==> config.mk <==
export PLATFORM = sky130hd
export DESIGN_NAME = vx_writeback_arb
export DESIGN_NICKNAME = d
export VERILOG_FILES = /design/src/rtl/vx_wb_pkg.sv /design/src/rtl/vx_rr_lock_arb.sv /design/src/rtl/vx_writeback_arb.sv
export SDC_FILE = /design/constraint.sdc
export NUM_CORES = 1
export LEC_CHECK = 0
export BUFFER_PORTS_ARGS = -buffer_cell sky130_fd_sc_hd__buf_2
export CAP_MARGIN = 0
export CORE_AREA = 2 2 404 406
export CTS_BUF_LIST = sky130_fd_sc_hd__clkbuf_8
export DETAILED_ROUTE_END_ITERATION = 8
export DIE_AREA = 0 0 406 408
export PLACE_DENSITY = 0.39
export SLEW_MARGIN = 15
export SYNTH_ARGS = -nofsm -noshare
export SYNTH_HDL_FRONTEND = slang
export SYNTH_HIERARCHICAL = 1
export SYNTH_SLANG_ARGS = --single-unit
export TNS_END_PERCENT = 30
==> constraint.sdc <==
create_clock -name clk -period 19.9 [get_ports clk]
set_clock_uncertainty 0.05 [all_clocks]
set_input_delay 1.99 -clock clk [delete_from_list [all_inputs] [get_ports clk]]
set_output_delay 1.99 -clock clk [all_outputs]
set_load 0.02 [all_outputs]
==> src/rtl/vx_wb_pkg.sv <==
// vx_wb_pkg: shared definitions for the writeback arbiter slice.
//   - Lane count, warp count and register index width fix the packet layout.
//   - WID_W is the warp id width (at least 1 bit).
//   - CMT_* name the commit inputs in their arbitration order.
//   - wb_pkt_t is one buffered writeback beat.
package vx_wb_pkg;

  localparam int NUM_CMT     = 5;
  localparam int NUM_THREADS = 4;
  localparam int NUM_WARPS   = 4;
  localparam int NR_BITS     = 5;
  localparam int WB_DEPTH    = 2;
  localparam int WID_W       = (NUM_WARPS > 1) ? $clog2(NUM_WARPS) : 1;

  localparam int CMT_ALU = 0;
  localparam int CMT_LD  = 1;
  localparam int CMT_CSR = 2;
  localparam int CMT_FPU = 3;
  localparam int CMT_GPU = 4;

  typedef struct packed {
    logic [WID_W-1:0]          wid;
    logic [31:0]               pc;
    logic [NUM_THREADS-1:0]    tmask;
    logic [NR_BITS-1:0]        rd;
    logic                      eop;
    logic [NUM_THREADS*32-1:0] data;
  } wb_pkt_t;

endpackage

==> src/rtl/vx_rr_lock_arb.sv <==
// vx_rr_lock_arb: round-robin arbiter with packet locking.
// Ports:
//   clk, reset       core clock, asynchronous active-low reset
//   req              request per input
//   accept           the current grant was taken this cycle (implies grant_valid)
//   accept_eop       the accepted beat ends its packet
//   grant_valid/idx  combinational grant
//   locked/lock_idx  current lock state, exposed for readiness and statistics
// Unlocked, the first requester at or after the pointer wins. Locked, only the
// locked input can win. A non-final accepted beat locks onto its input; a final
// beat unlocks and moves the pointer one past the winner.
module vx_rr_lock_arb #(
  parameter  int NUM_REQS = 5,
  localparam int IDX_W    = (NUM_REQS > 1) ? $clog2(NUM_REQS) : 1
) (
  input  logic                clk,
  input  logic                reset,
  input  logic [NUM_REQS-1:0] req,
  input  logic                accept,
  input  logic                accept_eop,
  output logic                grant_valid,
  output logic [IDX_W-1:0]    grant_idx,
  output logic                locked,
  output logic [IDX_W-1:0]    lock_idx
);

  logic [IDX_W-1:0] ptr;
  logic [IDX_W-1:0] scan_idx;

  // Cyclic index add, modulo NUM_REQS.
  function automatic logic [IDX_W-1:0] wrap_add(input logic [IDX_W-1:0] base, input int off);
    int sum;
    sum = int'({1'b0, base}) + off;
    if (sum >= NUM_REQS) sum = sum - NUM_REQS;
    return IDX_W'(sum);
  endfunction

  // Scan offsets from farthest to nearest so the nearest requester wins.
  always_comb begin
    grant_valid = 1'b0;
    grant_idx   = '0;
    scan_idx    = '0;
    if (locked) begin
      grant_valid = req[lock_idx];
      grant_idx   = lock_idx;
    end else begin
      for (int k = NUM_REQS - 1; k >= 0; k--) begin
        scan_idx = wrap_add(ptr, k);
        if (req[scan_idx]) begin
          grant_valid = 1'b1;
          grant_idx   = scan_idx;
        end
      end
    end
  end

  always_ff @(posedge clk or negedge reset) begin
    if (!reset) begin
      ptr      <= '0;
      locked   <= 1'b0;
      lock_idx <= '0;
    end else if (accept) begin
      if (accept_eop) begin
        locked <= 1'b0;
        ptr    <= wrap_add(grant_idx, 1);
      end else begin
        locked   <= 1'b1;
        lock_idx <= grant_idx;
      end
    end
  end

endmodule

==> src/rtl/vx_writeback_arb.sv <==
// vx_writeback_arb: merges per-unit commit streams into the register-file
// writeback port through a small output FIFO.
// Ports:
//   clk, reset      core clock, asynchronous active-low reset
//   cmt_*           flattened per-input commit packets (input i in slice i)
//   cmt_ready       per-input accept
//   wb_*            writeback beat from the FIFO head, zero while empty
//   wb_ready        register file accepts
//   perf_*          stall/conflict counters, only with VX_WB_PERF_EN defined
// Lane count, warp id width and register index width come from vx_wb_pkg.
// Non-writing commits are accepted immediately and never reach the FIFO.
module vx_writeback_arb
  import vx_wb_pkg::*;
#(
  parameter int NUM_REQS = NUM_CMT,
  parameter int DEPTH    = WB_DEPTH
) (
  input  logic                            clk,
  input  logic                            reset,
  input  logic [NUM_REQS-1:0]             cmt_valid,
  input  logic [NUM_REQS*WID_W-1:0]       cmt_wid,
  input  logic [NUM_REQS*32-1:0]          cmt_pc,
  input  logic [NUM_REQS*NUM_THREADS-1:0] cmt_tmask,
  input  logic [NUM_REQS*NR_BITS-1:0]     cmt_rd,
  input  logic [NUM_REQS-1:0]             cmt_wb,
  input  logic [NUM_REQS-1:0]             cmt_eop,
  input  logic [NUM_REQS*NUM_THREADS*32-1:0] cmt_data,
  output logic [NUM_REQS-1:0]             cmt_ready,
  output logic                            wb_valid,
  output logic [WID_W-1:0]                wb_wid,
  output logic [31:0]                     wb_pc,
  output logic [NUM_THREADS-1:0]          wb_tmask,
  output logic [NR_BITS-1:0]              wb_rd,
  output logic                            wb_eop,
  output logic [NUM_THREADS*32-1:0]       wb_data,
  input  logic                            wb_ready
`ifdef VX_WB_PERF_EN
  ,
  output logic [63:0]                     perf_stall_cycles,
  output logic [63:0]                     perf_conflicts
`endif
);

  localparam int IDX_W = (NUM_REQS > 1) ? $clog2(NUM_REQS) : 1;
  localparam int PTR_W = $clog2(DEPTH);
  localparam int CNT_W = PTR_W + 1;

  wb_pkt_t             in_pkt [NUM_REQS];
  wb_pkt_t             mem    [DEPTH];
  wb_pkt_t             head;
  logic [NUM_REQS-1:0] cand, drop;
  logic                grant_valid, arb_locked;
  logic [IDX_W-1:0]    grant_idx, arb_lock_idx;
  logic [PTR_W-1:0]    wr_ptr, rd_ptr;
  logic [CNT_W-1:0]    count;
  logic                full, push, pop;

  for (genvar g = 0; g < NUM_REQS; g++) begin : g_unpack
    assign in_pkt[g] = {cmt_wid[g*WID_W +: WID_W], cmt_pc[g*32 +: 32],
                        cmt_tmask[g*NUM_THREADS +: NUM_THREADS], cmt_rd[g*NR_BITS +: NR_BITS],
                        cmt_eop[g], cmt_data[g*NUM_THREADS*32 +: NUM_THREADS*32]};
  end

  assign cand = cmt_valid & cmt_wb;
  assign drop = cmt_valid & ~cmt_wb;
  assign full = (count == CNT_W'(DEPTH));
  assign push = grant_valid & ~full;
  assign pop  = wb_valid & wb_ready;

  vx_rr_lock_arb #(.NUM_REQS(NUM_REQS)) u_arb (
    .clk         (clk),
    .reset       (reset),
    .req         (cand),
    .accept      (push),
    .accept_eop  (cmt_eop[grant_idx]),
    .grant_valid (grant_valid),
    .grant_idx   (grant_idx),
    .locked      (arb_locked),
    .lock_idx    (arb_lock_idx)
  );

  // An idle input reports ready when a writing packet from it could be taken
  // right now (buffer has room and the lock does not exclude it).
  always_comb begin
    cmt_ready = '0;
    for (int i = 0; i < NUM_REQS; i++) begin
      cmt_ready[i] = drop[i]
                   | (cand[i] & push & (int'(grant_idx) == i))
                   | (~cmt_valid[i] & ~full & (~arb_locked | (int'(arb_lock_idx) == i)));
    end
  end

  // FIFO storage needs no reset: the head is masked to zero while empty.
  always_ff @(posedge clk) begin
    if (push) mem[wr_ptr] <= in_pkt[grant_idx];
  end

  always_ff @(posedge clk or negedge reset) begin
    if (!reset) begin
      wr_ptr <= '0;
      rd_ptr <= '0;
      count  <= '0;
    end else begin
      if (push) wr_ptr <= wr_ptr + 1'b1;
      if (pop)  rd_ptr <= rd_ptr + 1'b1;
      case ({push, pop})
        2'b10:   count <= count + 1'b1;
        2'b01:   count <= count - 1'b1;
        default: count <= count;
      endcase
    end
  end

  assign wb_valid = (count != '0);
  assign head     = wb_valid ? mem[rd_ptr] : '0;
  assign wb_wid   = head.wid;
  assign wb_pc    = head.pc;
  assign wb_tmask = head.tmask;
  assign wb_rd    = head.rd;
  assign wb_eop   = head.eop;
  assign wb_data  = head.data;

`ifdef VX_WB_PERF_EN
  logic [NUM_REQS-1:0] lock_mask;
  logic                conflict;

  assign lock_mask = NUM_REQS'(1) << arb_lock_idx;
  assign conflict  = ($countones(cand) >= 2) | (arb_locked & (|(cand & ~lock_mask)));

  // Saturating statistics counters.
  always_ff @(posedge clk or negedge reset) begin
    if (!reset) begin
      perf_stall_cycles <= '0;
      perf_conflicts    <= '0;
    end else begin
      if (wb_valid && !wb_ready && perf_stall_cycles != '1)
        perf_stall_cycles <= perf_stall_cycles + 64'd1;
      if (conflict && perf_conflicts != '1)
        perf_conflicts <= perf_conflicts + 64'd1;
    end
  end
`endif

endmodule

==> flow_metrics.env <==
export IMPL_drv_cap=0
export IMPL_clk_pin_slew_ns=0.05
export IMPL_final_cells=5201
export IMPL_critPathBufInv=3
export IMPL_min_delay_path_depth=1
export IMPL_holdPathEnd="count[1]"
export IMPL_avgSynthCellArea_um2=11.6
export IMPL_path_class="input pin to output port"
export IMPL_drtIter0Drc=974
export IMPL_worstPathArrival_ns=5.52
export IMPL_place_port_buffers=1050
export IMPL_synth_cells=1999
export IMPL_synth_top_area_cell="edfxtp_1"
export IMPL_r2r_start="u_arb/ptr[1]"
export IMPL_placed_cells=5063
export IMPL_synthTopCellsByCount="519 x mux2i_1, 344 x edfxtp_1, 185 x nor2_1"
export IMPL_drc_errors=0
export IMPL_syn_nets=2885
export IMPL_grt_pass1_vias=20200
export IMPL_viasPerCell=3.86
export IMPL_h_tree_depth=3
export IMPL_ys_types=78
export IMPL_r2r_setup_slack_ns=12.55
export IMPL_slowest_delay_ns=0.50
export IMPL_cp_required_ns=17.86
export IMPL_dieWidth_um=406
export IMPL_core_area_um2=162000
export IMPL_final_area_um2=31500
export IMPL_seq_area_um2=10600
export IMPL_cts_sinks=355
export IMPL_tritoncts="yes"
export IMPL_ys_seq_area_share_pct=45.9
export IMPL_leakagePower_nw=12.7
export IMPL_antenna_left=0
export IMPL_die_h_um=408
export IMPL_yosys_warnings=6
export IMPL_crit_slowest_cell="a221oi_4"
export IMPL_slew_violations=0
export IMPL_cts_made_buffers=75
export IMPL_cp_end_kind="output port"
export IMPL_synthFlopType="edfxtp_1"
export IMPL_dpl_cell_area_um2=30200
export IMPL_period_needed_ns=7.56
export IMPL_holdWs_ns=0.501
export IMPL_reg2reg_to="mem[0][46]"
export IMPL_slew_headroom_pct=31.2
export IMPL_peakVddDrop_uv=205
export IMPL_nFillCells=18000
export IMPL_hp_start="count[1]"
export IMPL_rsz0062_at_grt="no"
export IMPL_detailedPlacementHpwl_um=81100
export IMPL_cts_root_buf="clkbuf_8"
export IMPL_area_growth_pct=36.5
export IMPL_preCtsSetupSlack_ns=11.82
export IMPL_final_util_pct=19.5
export IMPL_hp_class="flop to flop"
export IMPL_start_kind="input pin"
export IMPL_gr_usage_all_layers_pct=12.2
export IMPL_die_area_um2=166000
export IMPL_vias=20100
export IMPL_drt_pass1_iter_count=4
export IMPL_ys_seq_elements=355
export IMPL_grt_overflow=0
export IMPL_start_util_pct=14.3
export IMPL_yosysMostFrequentCell="mux2i_1"
export IMPL_avgRoutedWirePerCell_um=20.3
export IMPL_cp_top_family="simple AND/OR/NAND/NOR gates"
export IMPL_tns_ns=0
export IMPL_cpMostUsedCell="buf_2"
export IMPL_synth_edff_count=344
export IMPL_timing_final_setup_violations=0
export IMPL_r2r_cells=15
export IMPL_antenna_found_initial=20
export IMPL_multiInputGateArea_um2=11300
export IMPL_path_cells="buf_2, and2_1, nor2b_1, a21oi_1, and3_1, or3_1, o2111a_1, a221oi_4, inv_8, nor2_1, a41oi_1, mux2i_1, buf_2"
export IMPL_power_density_nw_per_um2=237
export IMPL_cp_max_fo=57
export IMPL_synthesis_area_um2=23100
export IMPL_synth_area_top_cells="edfxtp_1 45%, mux2i_1 22%, o2bb2ai_1 6.5%, o21a_1 5.7%, nor2_1 3.0%"
export IMPL_ctsHoldBuffers=0
export IMPL_power_mw=7.47
export IMPL_hold_violations=0
export IMPL_finalWorstSetupSlack_ns=12.34
export IMPL_worstSkewPairLatency_ns=0.71
export IMPL_final_layout_size_suffix_gt1_share_pct=39.9
export IMPL_postRouteWirelength_um=106000
export IMPL_outcome="completed"
export IMPL_post_cts_buffers=0
export IMPL_synth_top_cell_area_share_pct=44.7
export IMPL_clockBufferDepth=3
export IMPL_finalCritPeriodShare_pct=38.0
export IMPL_grt_max_degree=161
export IMPL_synthArstFlopShare_pct=3.10
export IMPL_gp_congestion=0.900
export IMPL_tightestPinTransition_ns=1.03
export IMPL_io_pins=1051
export IMPL_ctsResizeCount=0
export IMPL_num_rows=148
export IMPL_max_freq_ghz=0.132
export IMPL_grt_pass1_wl_um=146000
export IMPL_nets=3851
==> logic make-up (layout without fill, tap and decap cells) <==
| kind of cell | count (synthesis) | count (layout) | synth area share, % |
|---|---|---|---|
| fa+ha+maj | 13 | 13 | 0.736 |
| compound gates | 604 | 604 | 18.9 |
| simple gates | 280 | 280 | 5.54 |
| xor+xnor | 7 | 7 | 0.265 |
| flops | 355 | 355 | 45.9 |
| mux | 528 | 528 | 23.2 |
| buf+inv | 212 | 1233 | 5.52 |
| other cells | 0 | 6 | 0 |
==> power breakdown <==
part	leakage [nW]	total [mW]	internal, mW	switching (mW)
combinational	8.60	4.93	1.74	3.18
sequential	3.31	1.82	1.70	0.125
clock	0.768	0.719	0.368	0.351
==> flip-flops by register name, summed over array words and instances (netlist names) <==
register,count
count,2
mem,344
rd_ptr,1
u_arb/lock_idx,3
u_arb/locked,1
u_arb/ptr,3
wr_ptr,1
==> cell type report <==
class                           count  share of cell area (%)
Timing Repair Buffer             1082                    17.5
Tap cell                         2175                    8.63
Sequential cell                   355                    33.6
Multi-Input combinational cell   1432                    35.7
Clock buffer                       76                    3.32
Antenna cell                        6                  0.0476
Clock inverter                     56                   0.881
Inverter                           19                   0.274
==> worst max-delay path by stage <==
| stage | to | start | depth (start not counted) |
|---|---|---|---|
| 2_1_floorplan | mem[0][0] | cmt_valid[2] | 10 |
| 3_3_place_gp | mem[0][75] | cmt_valid[3] | 15 |
| 3_5_place_dp | mem[0][46] | cmt_valid[3] | 15 |
| 4_1_cts | cmt_ready[4] | u_arb/ptr[1] | 13 |
| 5_1_grt | cmt_ready[4] | u_arb/ptr[1] | 13 |
| 6_report | cmt_ready[4] | cmt_valid[0] | 13 |
==> cell usage in the layout (no fill, tap or decap), types with 6 or more instances in the layout <==
master	count
mux2i_1	519
edfxtp_1	344
nor2_1	183
o2bb2ai_1	172
a21oi_1	13
nand2b_1	13
ha_1	12
buf_4	30
and2_1	8
o21ai_0	129
clkinv_2	11
inv_1	40
o21a_1	176
buf_2	1050
diode_2	6
o21ai_1	55
clkbuf_8	76
nand4_1	6
dfrtp_1	10
a211o_1	8
nor3_1	7
nand2_1	21
clkinv_1	16
==> metal layers <==
| metal | track usage (%) | wire length [µm] | up-vias |
|---|---|---|---|
| met5 | 0 | 103 | - |
| met4 | 4.08 | 3260 | 14 |
| met3 | 3.42 | 7080 | 132 |
| met2 | 20.8 | 51400 | 651 |
| met1 | 14.5 | 43800 | 9648 |
| li1 | - | - | 9632 |
Note: power is estimated with default switching activity, not from simulation.
